## src/rtl/mips_ctrl_pkg.sv

```systemverilog
// Shared encodings for the multi-cycle MIPS controller: opcodes, funcs,
// ALU operations, datapath mux selects and the FSM state type.
package mips_ctrl_pkg;

    localparam logic [5:0] OP_RTYPE = 6'b000000;
    localparam logic [5:0] OP_LW    = 6'b100011;
    localparam logic [5:0] OP_SW    = 6'b101011;
    localparam logic [5:0] OP_BEQ   = 6'b000100;
    localparam logic [5:0] OP_BNE   = 6'b000101;
    localparam logic [5:0] OP_ADDI  = 6'b001000;
    localparam logic [5:0] OP_SLTI  = 6'b001010;
    localparam logic [5:0] OP_J     = 6'b000010;
    localparam logic [5:0] OP_JAL   = 6'b000011;

    localparam logic [5:0] FN_ADD = 6'b100000;
    localparam logic [5:0] FN_SUB = 6'b100010;
    localparam logic [5:0] FN_AND = 6'b100100;
    localparam logic [5:0] FN_OR  = 6'b100101;
    localparam logic [5:0] FN_SLT = 6'b101010;
    localparam logic [5:0] FN_JR  = 6'b001000;

    localparam logic [2:0] ALU_ADD = 3'b010;
    localparam logic [2:0] ALU_SUB = 3'b110;
    localparam logic [2:0] ALU_AND = 3'b000;
    localparam logic [2:0] ALU_OR  = 3'b001;
    localparam logic [2:0] ALU_SLT = 3'b111;

    localparam logic [1:0] SRCB_B    = 2'b00;
    localparam logic [1:0] SRCB_4    = 2'b01;
    localparam logic [1:0] SRCB_IMM  = 2'b10;
    localparam logic [1:0] SRCB_IMM2 = 2'b11;

    localparam logic [1:0] PC_ALU    = 2'b00;
    localparam logic [1:0] PC_ALUOUT = 2'b01;
    localparam logic [1:0] PC_JUMP   = 2'b10;
    localparam logic [1:0] PC_REG    = 2'b11;

    typedef enum logic [3:0] {
        S_RST, S_FETCH, S_DECODE, S_MADDR, S_MRD, S_MWB, S_MWR, S_REX,
        S_RWB, S_IEX, S_IWB, S_BR, S_JMP, S_JAL, S_JR, S_TRAP
    } state_t;

    // {valid, alu op}; an unknown func comes back with valid=0
    function automatic logic [3:0] rtype_alu(input logic [5:0] f);
        case (f)
            FN_ADD:  return {1'b1, ALU_ADD};
            FN_SUB:  return {1'b1, ALU_SUB};
            FN_AND:  return {1'b1, ALU_AND};
            FN_OR:   return {1'b1, ALU_OR};
            FN_SLT:  return {1'b1, ALU_SLT};
            default: return 4'b0000;
        endcase
    endfunction

endpackage

```

## src/rtl/mips_mc_ctrl_hs_mem_wait_timer.sv

```systemverilog
// Counts consecutive memory wait cycles; expired flags the wait cycle that
// would reach MEM_WAIT_MAX.
module mem_wait_timer #(
    parameter int MEM_WAIT_MAX = 15
) (
    input  logic clk,
    input  logic rst,
    input  logic clr,
    input  logic wait_en,
    output logic expired
);
    localparam int CW = $clog2(MEM_WAIT_MAX + 1);

    logic [CW-1:0] cnt;

    assign expired = wait_en && (cnt == CW'(MEM_WAIT_MAX - 1));

    always_ff @(posedge clk or negedge rst) begin
        if (!rst)
            cnt <= '0;
        else if (clr)
            cnt <= '0;
        else if (wait_en && !expired)
            cnt <= cnt + CW'(1);
    end
endmodule

```

## src/rtl/mips_mc_ctrl_hs.sv

```systemverilog
// Multi-cycle MIPS controller with memory ready handshake, wait timeout,
// sticky illegal/mem_err traps and a retired-instruction counter.
import mips_ctrl_pkg::*;

module mips_mc_ctrl_hs #(
    parameter int MEM_WAIT_MAX = 15,
    parameter int PERF_W       = 32
) (
    input  logic              clk,
    input  logic              rst,
    input  logic [5:0]        opc,
    input  logic [5:0]        func,
    input  logic              zero,
    input  logic              mem_ready,
    output logic              PCLoad,
    output logic              IorD,
    output logic              IRWrite,
    output logic              RegDst,
    output logic              JalSig1,
    output logic              JalSig2,
    output logic              MemToReg,
    output logic              MemRead,
    output logic              MemWrite,
    output logic              RegWrite,
    output logic              ALUSrcA,
    output logic [1:0]        ALUSrcB,
    output logic [2:0]        ALUOperation,
    output logic [1:0]        PCSrc,
    output logic              illegal,
    output logic              mem_err,
    output logic [PERF_W-1:0] instret
);
    state_t     state_q, state_d;
    logic       waiting, expired, trap_ill, trap_mem;
    logic [3:0] rdec;

    assign rdec    = rtype_alu(func);
    assign waiting = (state_q == S_FETCH) || (state_q == S_MRD) || (state_q == S_MWR);

    // any state change restarts the count, so each access gets a fresh budget
    mem_wait_timer #(.MEM_WAIT_MAX(MEM_WAIT_MAX)) u_timer (
        .clk     (clk),
        .rst     (rst),
        .clr     (state_d != state_q),
        .wait_en (waiting && !mem_ready),
        .expired (expired)
    );

    always_ff @(posedge clk or negedge rst) begin
        if (!rst) begin
            state_q <= S_RST;
            illegal <= 1'b0;
            mem_err <= 1'b0;
            instret <= '0;
        end else begin
            state_q <= state_d;
            if (trap_ill) illegal <= 1'b1;
            if (trap_mem) mem_err <= 1'b1;
            if (state_d == S_FETCH && state_q != S_FETCH && state_q != S_RST)
                instret <= instret + PERF_W'(1);
        end
    end

    always_comb begin
        state_d      = state_q;
        trap_ill     = 1'b0;
        trap_mem     = 1'b0;
        PCLoad       = 1'b0;
        IorD         = 1'b0;
        IRWrite      = 1'b0;
        RegDst       = 1'b0;
        JalSig1      = 1'b0;
        JalSig2      = 1'b0;
        MemToReg     = 1'b0;
        MemRead      = 1'b0;
        MemWrite     = 1'b0;
        RegWrite     = 1'b0;
        ALUSrcA      = 1'b0;
        ALUSrcB      = SRCB_B;
        ALUOperation = ALU_AND;
        PCSrc        = PC_ALU;
        case (state_q)
            S_RST: state_d = S_FETCH;
            S_FETCH: begin
                MemRead      = 1'b1;
                ALUSrcB      = SRCB_4;
                ALUOperation = ALU_ADD;
                if (mem_ready) begin
                    IRWrite = 1'b1;
                    PCLoad  = 1'b1;
                    state_d = S_DECODE;
                end else if (expired) begin
                    trap_mem = 1'b1;
                    state_d  = S_TRAP;
                end
            end
            S_DECODE: begin
                ALUSrcB      = SRCB_IMM2;
                ALUOperation = ALU_ADD;
                case (opc)
                    OP_RTYPE:        state_d = (func == FN_JR) ? S_JR : S_REX;
                    OP_LW, OP_SW:    state_d = S_MADDR;
                    OP_BEQ, OP_BNE:  state_d = S_BR;
                    OP_ADDI, OP_SLTI: state_d = S_IEX;
                    OP_J:            state_d = S_JMP;
                    OP_JAL:          state_d = S_JAL;
                    default: begin
                        trap_ill = 1'b1;
                        state_d  = S_TRAP;
                    end
                endcase
            end
            S_REX: begin
                ALUSrcA      = 1'b1;
                ALUOperation = rdec[2:0];
                trap_ill     = !rdec[3];
                state_d      = rdec[3] ? S_RWB : S_TRAP;
            end
            S_RWB: begin
                RegDst   = 1'b1;
                RegWrite = 1'b1;
                state_d  = S_FETCH;
            end
            S_IEX: begin
                ALUSrcA      = 1'b1;
                ALUSrcB      = SRCB_IMM;
                ALUOperation = (opc == OP_SLTI) ? ALU_SLT : ALU_ADD;
                state_d      = S_IWB;
            end
            S_IWB: begin
                RegWrite = 1'b1;
                state_d  = S_FETCH;
            end
            S_MADDR: begin
                ALUSrcA      = 1'b1;
                ALUSrcB      = SRCB_IMM;
                ALUOperation = ALU_ADD;
                state_d      = (opc == OP_LW) ? S_MRD : S_MWR;
            end
            S_MRD: begin
                MemRead = 1'b1;
                IorD    = 1'b1;
                if (mem_ready) state_d = S_MWB;
                else if (expired) begin
                    trap_mem = 1'b1;
                    state_d  = S_TRAP;
                end
            end
            S_MWB: begin
                MemToReg = 1'b1;
                RegWrite = 1'b1;
                state_d  = S_FETCH;
            end
            S_MWR: begin
                MemWrite = 1'b1;
                IorD     = 1'b1;
                if (mem_ready) state_d = S_FETCH;
                else if (expired) begin
                    trap_mem = 1'b1;
                    state_d  = S_TRAP;
                end
            end
            S_BR: begin
                ALUSrcA      = 1'b1;
                ALUOperation = ALU_SUB;
                PCSrc        = PC_ALUOUT;
                PCLoad       = (opc == OP_BNE) ? !zero : zero;
                state_d      = S_FETCH;
            end
            S_JMP: begin
                PCSrc   = PC_JUMP;
                PCLoad  = 1'b1;
                state_d = S_FETCH;
            end
            // PC already holds PC+4 here, so the link value is written directly
            S_JAL: begin
                JalSig1  = 1'b1;
                JalSig2  = 1'b1;
                RegWrite = 1'b1;
                PCSrc    = PC_JUMP;
                PCLoad   = 1'b1;
                state_d  = S_FETCH;
            end
            S_JR: begin
                PCSrc   = PC_REG;
                PCLoad  = 1'b1;
                state_d = S_FETCH;
            end
            S_TRAP: state_d = S_TRAP;
            default: state_d = S_RST;
        endcase
    end
endmodule

```

## config.mk

```make
export PLATFORM = sky130hd
export DESIGN_NAME = mips_mc_ctrl_hs
export DESIGN_NICKNAME = d
export VERILOG_FILES = /design/src/rtl/mips_ctrl_pkg.sv /design/src/rtl/mips_mc_ctrl_hs_mem_wait_timer.sv /design/src/rtl/mips_mc_ctrl_hs.sv
export SDC_FILE = /design/constraint.sdc
export NUM_CORES = 1
export LEC_CHECK = 0
export ABC_CLOCK_PERIOD_IN_PS = 3540
export BUFFER_PORTS_ARGS = -buffer_cell sky130_fd_sc_hd__buf_2
export CAP_MARGIN = 20
export CELL_PAD_IN_SITES_DETAIL_PLACEMENT = 1
export CELL_PAD_IN_SITES_GLOBAL_PLACEMENT = 2
export CORE_MARGIN = 5
export CORE_UTILIZATION = 25
export DETAILED_ROUTE_END_ITERATION = 10
export PLACE_DENSITY = 0.66
export SYNTH_ARGS = -nofsm -noshare
export SYNTH_HDL_FRONTEND = slang
export SYNTH_SLANG_ARGS = --single-unit
```

## constraint.sdc

```tcl
create_clock -name clk -period 3.54 [get_ports clk]
set_clock_uncertainty 0.05 [all_clocks]
set_input_delay 0.354 -clock clk [delete_from_list [all_inputs] [get_ports clk]]
set_output_delay 0.354 -clock clk [all_outputs]
set_load 0.02 [all_outputs]
```

==> summary.txt, run 1 <==
Status
  • Status: finished, final reports clean

Global routing
  • Vias in the first global route: 2,493
  • Gr usage total: 0.120
  • Initial antenna violation count: 0
  • First-pass GRT wire length: 12,900 um
  • Largest net degree at the start of global routing: 43
  • Total global routing overflow: 0

Final layout
  • # nets final: 381
  • Fillers: 1,275
  • Area delta synth->final: 21.3%
  • Design area: 3330 sq um
  • Most frequent cells in the layout: 67 x buf_2, 42 x dfrtp_1, 32 x nor2_1
  • Fraction of layout cells with a size suffix above 1: 0.278
  • Final cell count without fillers: 503
  • # diodes: 0
  • Commonest non-fill, non-tap cell in the layout: buf_2

Synth
  • Number of synthesized flops with an enable pin: 0
  • Async set-reset flop share out of synthesis: 1.00
  • Yosys warns: 0
  • Syn nets: 316
  • Main synth FF type: dfrtp_1
  • Synth Instances: 297
  • Syn avg cell area: 9.24 sq um
  • Post-synthesis register bit count: 42
  • Synth unique cells: 52
  • Synth Cell Area: 2740 sq um
  • Register area share after synthesis: 0.383

Clock tree
  • Hold_buf cts: 0
  • Num CTS Buffers: 5
  • Clock-pin slew on the worst setup and hold paths: 0.08 ns
  • Clock buffer depth: 2
  • Clock Latency Late Sink: 0.29 ns
  • # H-tree levels: 2
  • Clk sink count: 42
  • CTS resizes: 0
  • CTS root buf: clkbuf_8
  • CTS tree: done
  • Setup Buffers After CTS: 0

Flow run
  • Max cap viols: 0

Placement
  • GP Congestion: 0.737
  • Cell count after placement: 493
  • DP Wirelength: 5760 um
  • Port Buffers: 67
  • DP Area: 3210 sq um

Drt
  • Final antenna-violating net count: 0
  • Drt via density: 4.84
  • DRC Markers: 0
  • Via count: 2,433
  • Iteration count of the initial detailed-routing pass: 4
  • Initial DRC count: 96
  • Routed WL per cell: 15.7 um
  • Routed wire length: 7880 um

Power and ir drop
  • Max VDD drop: 0.276 mV
  • Power per Cell Area: 619 nW/um^2
  • Power Total: 2.06 mW
  • Leakage power: 1.56 nW

Critical path
  • Worst EP required: 3.68 ns
  • Crit path kind: register to register
  • Crit path capture type: register
  • Critical Path Source Type: register
  • CP arrival: 2.86 ns
  • CP Max Fanout: 32

Die
  • Die extent in y: 115 um
  • Rows: 38
  • Die ar.: 13,200 sq um
  • Initial Utilization: 0.254
  • Die X: 115 um
  • # IOs: 68
  • CORE AREA: 10,800 sq um

STA
  • Fin. max-slew vios: 0
  • Unrepaired setup endpoints after global routing: false
  • Hold Vio Cnt, Final: 0
  • Worst slew pin tran: 0.709 ns
  • Rel. slew slack: 0.526
  • Final min period: 2.72 ns
  • Final setup vio count: 0
  • Fmax achieved: 367 MHz
  • Setup TNS: 0 ns
  • Crit share post-route: 0.769

Worst hold path
  • Hold Path Class: input port to register
per-stage QoR:
| step | setup WS, ns | hold slack [ns] | util |
|---|---|---|---|
| after floorplan | 1.25 | 0.00841 | - |
| after global placement | 0.774 | 0.405 | 0.297 |
| after detailed placement | 0.753 | 0.412 | 0.297 |
| after CTS | 0.808 | 0.210 | 0.306 |
| after global routing | 0.614 | 0.364 | 0.308 |
| final | 0.818 | 0.349 | 0.308 |
layout make-up:
cell class | count | area [sq um] | share of cell area
multi-input cells | 225 | 1560 | 0.468
flip-flops and latches | 42 | 1050 | 0.316
repair buffers | 73 | 395 | 0.119
well taps | 140 | 175 | 0.0526
clock buffers | 7 | 86.3 | 0.0259
inverters | 15 | 56.3 | 0.0169
clock inverters | 1 | 5.00 | 0.00150
cells by family (layout without fill, tap and decap cells):
| logic type | after synthesis | in the layout | share of synthesized area |
|---|---|---|---|
| XOR/XNOR | 38 | 38 | 0.121 |
| buffers and inverters | 30 | 96 | 0.0488 |
| multiplexers | 2 | 2 | 0.00775 |
| AO/OA/AOI/OAI | 38 | 38 | 0.0939 |
| AND/OR/NAND/NOR | 144 | 144 | 0.332 |
| adder cells (fa/ha/maj) | 3 | 3 | 0.0137 |
| flip-flops | 42 | 42 | 0.383 |
state kept, by name (all words and copies together), names as in the netlist:
register and cells:
mem_err 1, state_q 4, instret 32, u_timer.cnt 4
illegal 1
layer usage:
layer	vias to the layer above	GRT usage	part of all wire
met4	0	0.0188	0.0048
met5	-	0	0
met3	5	0.0247	0.042
li1	1185	-	-
met1	1198	0.170	0.49
met2	45	0.194	0.46
cells in the mapped netlist, drive strengths merged (2+ instances only):
master   n  share of area
nand3b   2         0.0055
xor2    27          0.086
xnor2   11          0.035
nor2b    5          0.011
a211oi   2         0.0055
ha       3          0.014
clkbuf   7         0.0096
o31ai    3          0.010
a41oi    2         0.0064
nand2   21          0.029
inv     15          0.021
nand2b   5          0.011
nand4    5          0.011
a21oi    7          0.013
o21ai    7          0.013
nor2    32          0.044
nor4bb   2         0.0073
nor4b    9          0.042
nor3    16          0.029
or2      2         0.0046
nand3   18          0.033
dfrtp   42           0.38
nor3b    2         0.0055
and2     3         0.0068
a31oi    6          0.014
and3     4         0.0091
nor4    12          0.056
and4b    2         0.0073
buf      8          0.019
o22ai    2         0.0046
critical path, cell delays in order (launching register included):
cell and delay [ns]:
dfrtp_1 0.58, nor2_1 0.26, nand3_1 0.13, a211oi_1 0.55, nor4_4 0.14, nand4bb_4 0.12, buf_4 0.38, mux2_2 0.38
path summary, 6_finish.rpt:
kind | start | to | slack (ns) | cells past startpoint
hold / removal | opc[4] | illegal | 0.35 | 3
hold reg to reg | instret[31] | instret[31] | 0.42 | 1
setup reg to reg | state_q[3] | instret[1] | 0.82 | 7
max in group asynchronous | rst | u_timer.cnt[2] | 2.45 | 3
setup / recovery | state_q[3] | instret[1] | 0.82 | 7
min in group asynchronous | rst | instret[27] | 0.49 | 2
power breakdown:
group | internal, mW | leakage (nW) | total (mW) | switching, mW
Clock | 0.158 | 0.0482 | 0.328 | 0.170
Combinational | 0.376 | 0.986 | 1.05 | 0.672
Sequential | 0.538 | 0.530 | 0.686 | 0.148
(Power assumes the default switching activity.)
==> run 2, diff against run 1 <==
- ABC_AREA: default -> 1
- ABC_CLOCK_PERIOD_IN_PS: 3540 -> 2770
- PLACE_DENSITY: 0.66 -> 0.71
- clock period: 3.54 -> 2.77 ns (I/O delays scaled with it)
==> summary.txt, run 2 <==
STA
  • Hold Vio Cnt, Final: 0 (unchanged)
  • Worst slew pin tran: 0.809 ns (was 0.709 ns)
  • Final setup vio count: 0 (unchanged)
  • Fmax achieved: 451 MHz (was 367 MHz)
  • Fin. max-slew vios: 0 (unchanged)
  • Final hold slack: 0.320 ns (was 0.349 ns)
  • Unrepaired setup endpoints after global routing: false (unchanged)
  • Setup TNS: 0 ns (unchanged)
  • Final min period: 2.22 ns (was 2.72 ns)
  • Crit share post-route: 0.801 (was 0.769)
  • Setup WS post-layout: 0.552 ns (was 0.818 ns)
  • Rel. slew slack: 0.459 (was 0.526)

Synth
  • Syn nets: 495 (was 316)
  • Post-synth top area cell: dfrtp_1 (unchanged)
  • Synth Instances: 476 (was 297)
  • Post-synthesis register bit count: 42 (unchanged)
  • Synth unique cells: 32 (was 52)
  • Main synth FF type: dfrtp_1 (unchanged)
  • Share of the synthesized area in the top cell type: 0.336 (was 0.383)
  • Number of synthesized flops with an enable pin: 0 (unchanged)
  • Ranking of synthesized cells by instance count: 155 x nand2_1, 64 x nor2_1, 52 x nand3_1 (was 42 x dfrtp_1, 32 x nor2_1, 27 x xor2_1)
  • Syn avg cell area: 6.58 sq um (was 9.24 sq um)
  • Top cells by area, synth: dfrtp_1 34%, nand2_1 19%, nand3_1 8.3% (was dfrtp_1 38%, xor2_1 8.6%, nor4_2 4.6%)
  • Synth Cell Area: 3130 sq um (was 2740 sq um)
  • Dominant cell by count in the synthesized netlist: nand2_1 (was dfrtp_1)
  • Async set-reset flop share out of synthesis: 1.00 (unchanged)
  • Yosys warns: 0 (unchanged)
  • Register area share after synthesis: 0.336 (was 0.383)

Final layout
  • Biggest register: instret (unchanged)
  • Final cell count without fillers: 712 (was 503)
  • Multi-input logic area: 1800 sq um (was 1560 sq um)
  • # diodes: 0 (unchanged)
  • Largest registers: instret (32), state_q (4), u_timer.cnt (4) (unchanged)
  • Fraction of layout cells with a size suffix above 1: 0.162 (was 0.278)
  • Commonest non-fill, non-tap cell in the layout: nand2_1 (was buf_2)
  • Area delta synth->final: 21.0% (was 21.3%)
  • Fillers: 1,600 (was 1,275)
  • Register Area: 1050 sq um (unchanged)
  • Most frequent cells in the layout: 155 x nand2_1, 67 x buf_2, 64 x nor2_1 (was 67 x buf_2, 42 x dfrtp_1, 32 x nor2_1)
  • Max reg flops: 32 (unchanged)
  • # nets final: 563 (was 381)

Critical path
  • R2R setup slack: 0.55 ns (was 0.82 ns)
  • Slowest stage delay, CP: 0.44 ns (was 0.58 ns)
  • CP arrival: 2.34 ns (was 2.86 ns)
  • Worst EP required: 2.89 ns (was 3.68 ns)
  • WP depth: 12 (was 7)
  • Critical Path Source Type: register (unchanged)
  • Crit path capture type: register (unchanged)
  • Top cell by count, worst path: nand2_1
  • Reg2reg path depth: 12 (was 7)
  • Worst reg2reg endpoint: instret[7] (was instret[1])
  • Crit path max-delay family: simple AND/OR/NAND/NOR gates (unchanged)
  • CP max-delay cell: dfrtp_1 (unchanged)
  • CP Max Fanout: 32 (unchanged)
  • CP endpoint: instret[7] (was instret[1])
  • Worst reg2reg path startpoint: state_q[0] (was state_q[3])
  • CP bufs+invs: 1 (unchanged)
  • Crit path kind: register to register (unchanged)
  • Crit-path cells: inv_2, nor2_1, nand2_1, a21oi_1, nand2_1, nand2_1, nand2_1, nand4_2, nor2_4, nand2_4, nand2_1, nand2_1 (was nor2_1, nand3_1, a211oi_1, nor4_4, nand4bb_4, buf_4, mux2_2)
  • Worst setup path start: state_q[0] (was state_q[3])

Power and ir drop
  • Sequential share of power: 0.256 (was 0.333)
  • Clk pwr share: 0.191 (was 0.159)
  • Power Total: 2.98 mW (was 2.06 mW)
  • Power Internal: 1.45 mW (was 1.07 mW)
  • Power per Cell Area: 785 nW/um^2 (was 619 nW/um^2)
  • Switching pwr: 1.52 mW (was 0.990 mW)
  • Max VDD drop: 0.382 mV (was 0.276 mV)
  • Leakage power: 2.01 nW (was 1.56 nW)
  • Combinational Power Share: 0.553 (was 0.508)
  • Sw Share: 0.512 (was 0.480)

Drt
  • Iteration count of the initial detailed-routing pass: 4 (unchanged)
  • Via count: 3,238 (was 2,433)
  • Routed wire length: 10,400 um (was 7880 um)
  • Final antenna-violating net count: 0 (unchanged)
  • Drt via density: 4.55 (was 4.84)
  • DRC Markers: 0 (unchanged)
  • Routed WL per cell: 14.6 um (was 15.7 um)
  • Initial DRC count: 179 (was 96)

Global routing
  • Initial antenna violation count: 0 (unchanged)
  • Gr usage total: 0.144 (was 0.120)
  • Vias in the first global route: 3,441 (was 2,493)
  • First-pass GRT wire length: 17,300 um (was 12,900 um)
  • Largest net degree at the start of global routing: 43 (unchanged)
  • Total global routing overflow: 0 (unchanged)

Clock tree
  • Num CTS Buffers: 5 (unchanged)
  • Clock-pin slew on the worst setup and hold paths: 0.06 ns (was 0.08 ns)
  • Setup Buffers After CTS: 0 (unchanged)
  • CTS root buf: clkbuf_16 (was clkbuf_8)
  • Clock buffer depth: 2 (unchanged)
  • CTS resizes: 0 (unchanged)
  • Hold_buf cts: 0 (unchanged)
  • Clk sink count: 42 (unchanged)
  • Clock Latency Late Sink: 0.29 ns (about the same)
  • CTS tree: done (unchanged)
  • # H-tree levels: 2 (unchanged)

Die
  • # IOs: 68 (unchanged)
  • Rows: 40 (was 38)
  • CORE AREA: 12,200 sq um (was 10,800 sq um)
  • Die ar.: 14,900 sq um (was 13,200 sq um)
  • Initial Utilization: 0.258 (was 0.254)
  • Die X: 122 um (was 115 um)
  • Die extent in y: 122 um (was 115 um)

Flow run
  • Max cap viols: 0 (unchanged)

Placement
  • DP Wirelength: 8330 um (was 5760 um)
  • GP Congestion: 0.844 (was 0.737)
  • Port Buffers: 67 (unchanged)
  • Place WS: 0.541 ns (was 0.753 ns)
  • Cell count after placement: 703 (was 493)

Worst hold path
  • Hold Path Class: input port to register (unchanged)

Status
  • Status: finished, final reports clean (unchanged)
[run 2: cell count changes in the layout (fill, tap and decap cells not counted), moves of 6 or more]
cell	previous run	this run
nand2_1	21	155
inv_1	15	50
nand3_1	18	52
nor2_1	32	64
nor4_2	10	0
clkbuf_8	6	0
nor4_1	1	7
nor4b_2	6	0
[run 2: stage by stage]
step,cell area (sq um),util
2_1_floorplan,3130,-
3_3_place_gp,3620,0.298
3_5_place_dp,3620,0.298
4_1_cts,3750,0.309
5_1_grt,3790,0.312
6_report,3790,0.312
[run 2: how the worst min path moves through the flow]
stage                         start              to  cells after the start
after floorplan                 rst         illegal                      0
after detailed placement    mem_err         mem_err                      2
after global placement      mem_err         mem_err                      2
final                     mem_ready      state_q[1]                      3
after global routing      mem_ready  u_timer.cnt[1]                      4
after CTS                       rst         mem_err                      1
[run 2: cells by family (layout without fill, tap and decap cells)]
group,Yosys count,in the layout,share of synthesized area
xor gates and xnor gates,34,34,0.0951
AOI/OAI and AO/OA,20,20,0.0380
adders and majority gates,3,3,0.0120
buffers and inverters,64,132,0.0891
and+or+nand+nor,313,313,0.430
DFF,42,42,0.336
[run 2: power groups by stage]
stage,Combinational (mW),Sequential (mW),Clock [mW]
floorplan,1.28,0.775,0
global placement,1.65,0.767,0
detailed placement,1.66,0.772,0
CTS,1.67,0.761,0.592
global route,1.86,0.771,0.624
finish,1.65,0.761,0.569
[run 2: cell type report]
class / instances / share of cell area
multi-input combinational: 370 / 0.475
sequential: 42 / 0.277
timing repair buffer: 72 / 0.104
tap: 168 / 0.0555
inverter: 53 / 0.0525
clock buffer: 7 / 0.0350
[run 2: per-layer routing]
metal | routed length, um | share of wire | track usage | up-vias
li1 | - | - | - | 1658
met1 | 4860 | 0.47 | 0.187 | 1521
met2 | 5100 | 0.49 | 0.256 | 51
met3 | 358 | 0.034 | 0.0237 | 8
met4 | 70 | 0.0067 | 0.0210 | 0
met5 | 0 | 0 | 0 | -
[run 2: tightest hold or removal path, cell delays in order]
cell and delay (ns):
buf_2 0.13, o32ai_1 0.12, nand3_1 0.09
==> run 3, diff against run 2 <==
- ABC_CLOCK_PERIOD_IN_PS: 2770 -> 2200
- clock period: 2.77 -> 2.2 ns (I/O delays scaled with it)
==> summary.txt, run 3 (synthesis gave the netlist of run 2 again) <==
Clock tree
  • # H-tree levels: 2 (unchanged)
  • Clock Latency Late Sink: 0.28 ns (was 0.29 ns)
  • CTS root buf: clkbuf_16 (unchanged)
  • Clock buffer depth: 2 (unchanged)
  • CTS tree: done (unchanged)
  • Clock-pin slew on the worst setup and hold paths: 0.06 ns (about the same)
  • Num CTS Buffers: 5 (unchanged)
  • Clk sink count: 42 (unchanged)

Global routing
  • Largest net degree at the start of global routing: 33 (was 43)
  • Vias in the first global route: 3,507 (was 3,441)
  • Initial antenna violation count: 0 (unchanged)
  • Total global routing overflow: 0 (unchanged)
  • Gr usage total: 0.145 (was 0.144)
  • First-pass GRT wire length: 17,600 um (was 17,300 um)

STA
  • Fmax achieved: 475 MHz (was 451 MHz)
  • Hold Vio Cnt, Final: 0 (unchanged)
  • Fin. max-slew vios: 0 (unchanged)
  • Rel. slew slack: 0.563 (was 0.459)
  • Crit share post-route: 0.958 (was 0.801)
  • Setup TNS: 0 ns (unchanged)
  • Final min period: 2.11 ns (was 2.22 ns)
  • Worst slew pin tran: 0.654 ns (was 0.809 ns)
  • Final setup vio count: 0 (unchanged)

Power and ir drop
  • Power per Cell Area: 1200 nW/um^2 (was 785 nW/um^2)
  • Max VDD drop: 0.702 mV (was 0.382 mV)
  • Leakage power: 2.12 nW (was 2.01 nW)
  • Power Total: 4.94 mW (was 2.98 mW)

Final layout
  • Largest registers: instret (32), state_q (4), u_timer.cnt (4) (unchanged)
  • Register Area: 1050 sq um (about the same)
  • Max reg flops: 32 (unchanged)
  • # diodes: 0 (unchanged)
  • Commonest non-fill, non-tap cell in the layout: nand2_1 (unchanged)
  • Biggest register: instret (unchanged)
  • Fillers: 1,566 (was 1,600)
  • Multi-input logic area: 1930 sq um (was 1800 sq um)
  • Fraction of layout cells with a size suffix above 1: 0.223 (was 0.162)
  • Area delta synth->final: 31.6% (was 21.0%)
  • Most frequent cells in the layout: 150 x nand2_1, 67 x buf_2, 60 x nor2_1 (was 155 x nand2_1, 67 x buf_2, 64 x nor2_1)
  • Final Util: 0.339 (was 0.312)
  • # nets final: 579 (was 563)

Critical path
  • Crit path kind: register to register (unchanged)
  • Worst reg2reg path startpoint: state_q[1] (was state_q[0])
  • Top cell by count, worst path: nand2_1 (unchanged)
  • Crit path capture type: register (unchanged)
  • CP max-delay cell: dfrtp_1 (unchanged)
  • CP Max Fanout: 16 (was 32)
  • Critical Path Source Type: register (unchanged)
  • CP bufs+invs: 2 (was 1)
  • Worst setup path start: state_q[1] (was state_q[0])
  • CP arrival: 2.23 ns (was 2.34 ns)
  • Crit-path cells: nand2_2, nor2_1, nor3_4, nand3_4, inv_1, nand4_1, nor2_4, buf_12, nand2_8, nand2_1, nand2_1 (was inv_2, nor2_1, nand2_1, a21oi_1, nand2_1, nand2_1, nand2_1, nand4_2, nor2_4, nand2_4, nand2_1, nand2_1)
  • Slowest stage delay, CP: 0.46 ns (was 0.44 ns)
  • Worst EP required: 2.32 ns (was 2.89 ns)
  • Crit path max-delay family: simple AND/OR/NAND/NOR gates (unchanged)

Flow run
  • Max cap viols: 0 (unchanged)

Die
  • CORE AREA: 12,200 sq um (unchanged)
  • Die X: 122 um (unchanged)
  • Die extent in y: 122 um (unchanged)
  • # IOs: 68 (unchanged)
  • Rows: 40 (unchanged)
  • Die ar.: 14,900 sq um (unchanged)
  • Initial Utilization: 0.258 (unchanged)

Worst hold path
  • Hold Path Class: input port to register (unchanged)
  • Hold_sp: mem_ready (unchanged)

Drt
  • DRC Markers: 0 (unchanged)
  • Drt via density: 4.57 (was 4.55)
  • Routed wire length: 11,200 um (was 10,400 um)
  • Iteration count of the initial detailed-routing pass: 4 (unchanged)
  • Initial DRC count: 117 (was 179)
  • Routed WL per cell: 15.4 um (was 14.6 um)
  • Final antenna-violating net count: 0 (unchanged)
  • Via count: 3,333 (was 3,238)

Placement
  • DP Wirelength: 8460 um (was 8330 um)
  • Port Buffers: 67 (unchanged)
  • GP Congestion: 0.824 (was 0.844)

Status
  • Status: finished, final reports clean (unchanged)
run 3: worst register-to-register path, delay by kind of cell (launching register included):
family                 cells  cell delay (ns)
and+or+nand+nor            9             1.25
DFF                        1             0.46
buffers and inverters      2             0.24
run 3: area by class of cell:
class	instances	area share
clock buffers	5	0.0304
clock inverters	3	0.0109
inverters	53	0.0483
multi-input cells	372	0.468
flip-flops and latches	42	0.256
well taps	168	0.0510
repair buffers	86	0.135
run 3: per-layer routing:
layer,vias up,GRT usage,part of all wire
li1,1689,-,-
met1,1592,0.187,0.46
met2,48,0.262,0.50
met3,4,0.0251,0.033
met4,0,0.0168,0.0041
met5,-,0,0
run 3: timing repair:
action | in CTS | in global routing
hold buffers | 1 | 0
cloned | 0 | 5
resized for setup | 1 | 24
endpoints found under the setup margin | 32 | 35
buffers inserted | 0 | 2
hold endpoints to repair | 21 | 0
pin swaps | 0 | 2
run 3: report_power, final:
group | internal, mW | switching, mW | total (mW)
sequential | 0.858 | 0.109 | 0.968
clock | 0.535 | 0.313 | 0.848
combinational | 1.12 | 2.00 | 3.13
total | 2.52 | 2.43 | 4.94
run 3: path summary, 6_finish.rpt:
path	to	slack, ns	cells past startpoint
worst max-delay path	instret[25]	0.09	11
worst min-delay path	u_timer.cnt[1]	0.28	4
worst max register to register	instret[25]	0.09	11
worst min register to register	mem_err	0.42	2
max in group asynchronous	state_q[3]	1.12	3
min in group asynchronous	illegal	0.45	2
run 3: through the flow:
stage                     std cells  hold WS, ns  cell area [sq um]  setup slack [ns]
after floorplan                 476       -0.126               3130             0.360
after global placement          713        0.216               3720            0.0376
after detailed placement        713        0.221               3720           -0.0824
after CTS                       722        0.254               3910            0.0135
after global routing            729        0.283               4120           -0.0147
final                           729        0.276               4120            0.0934
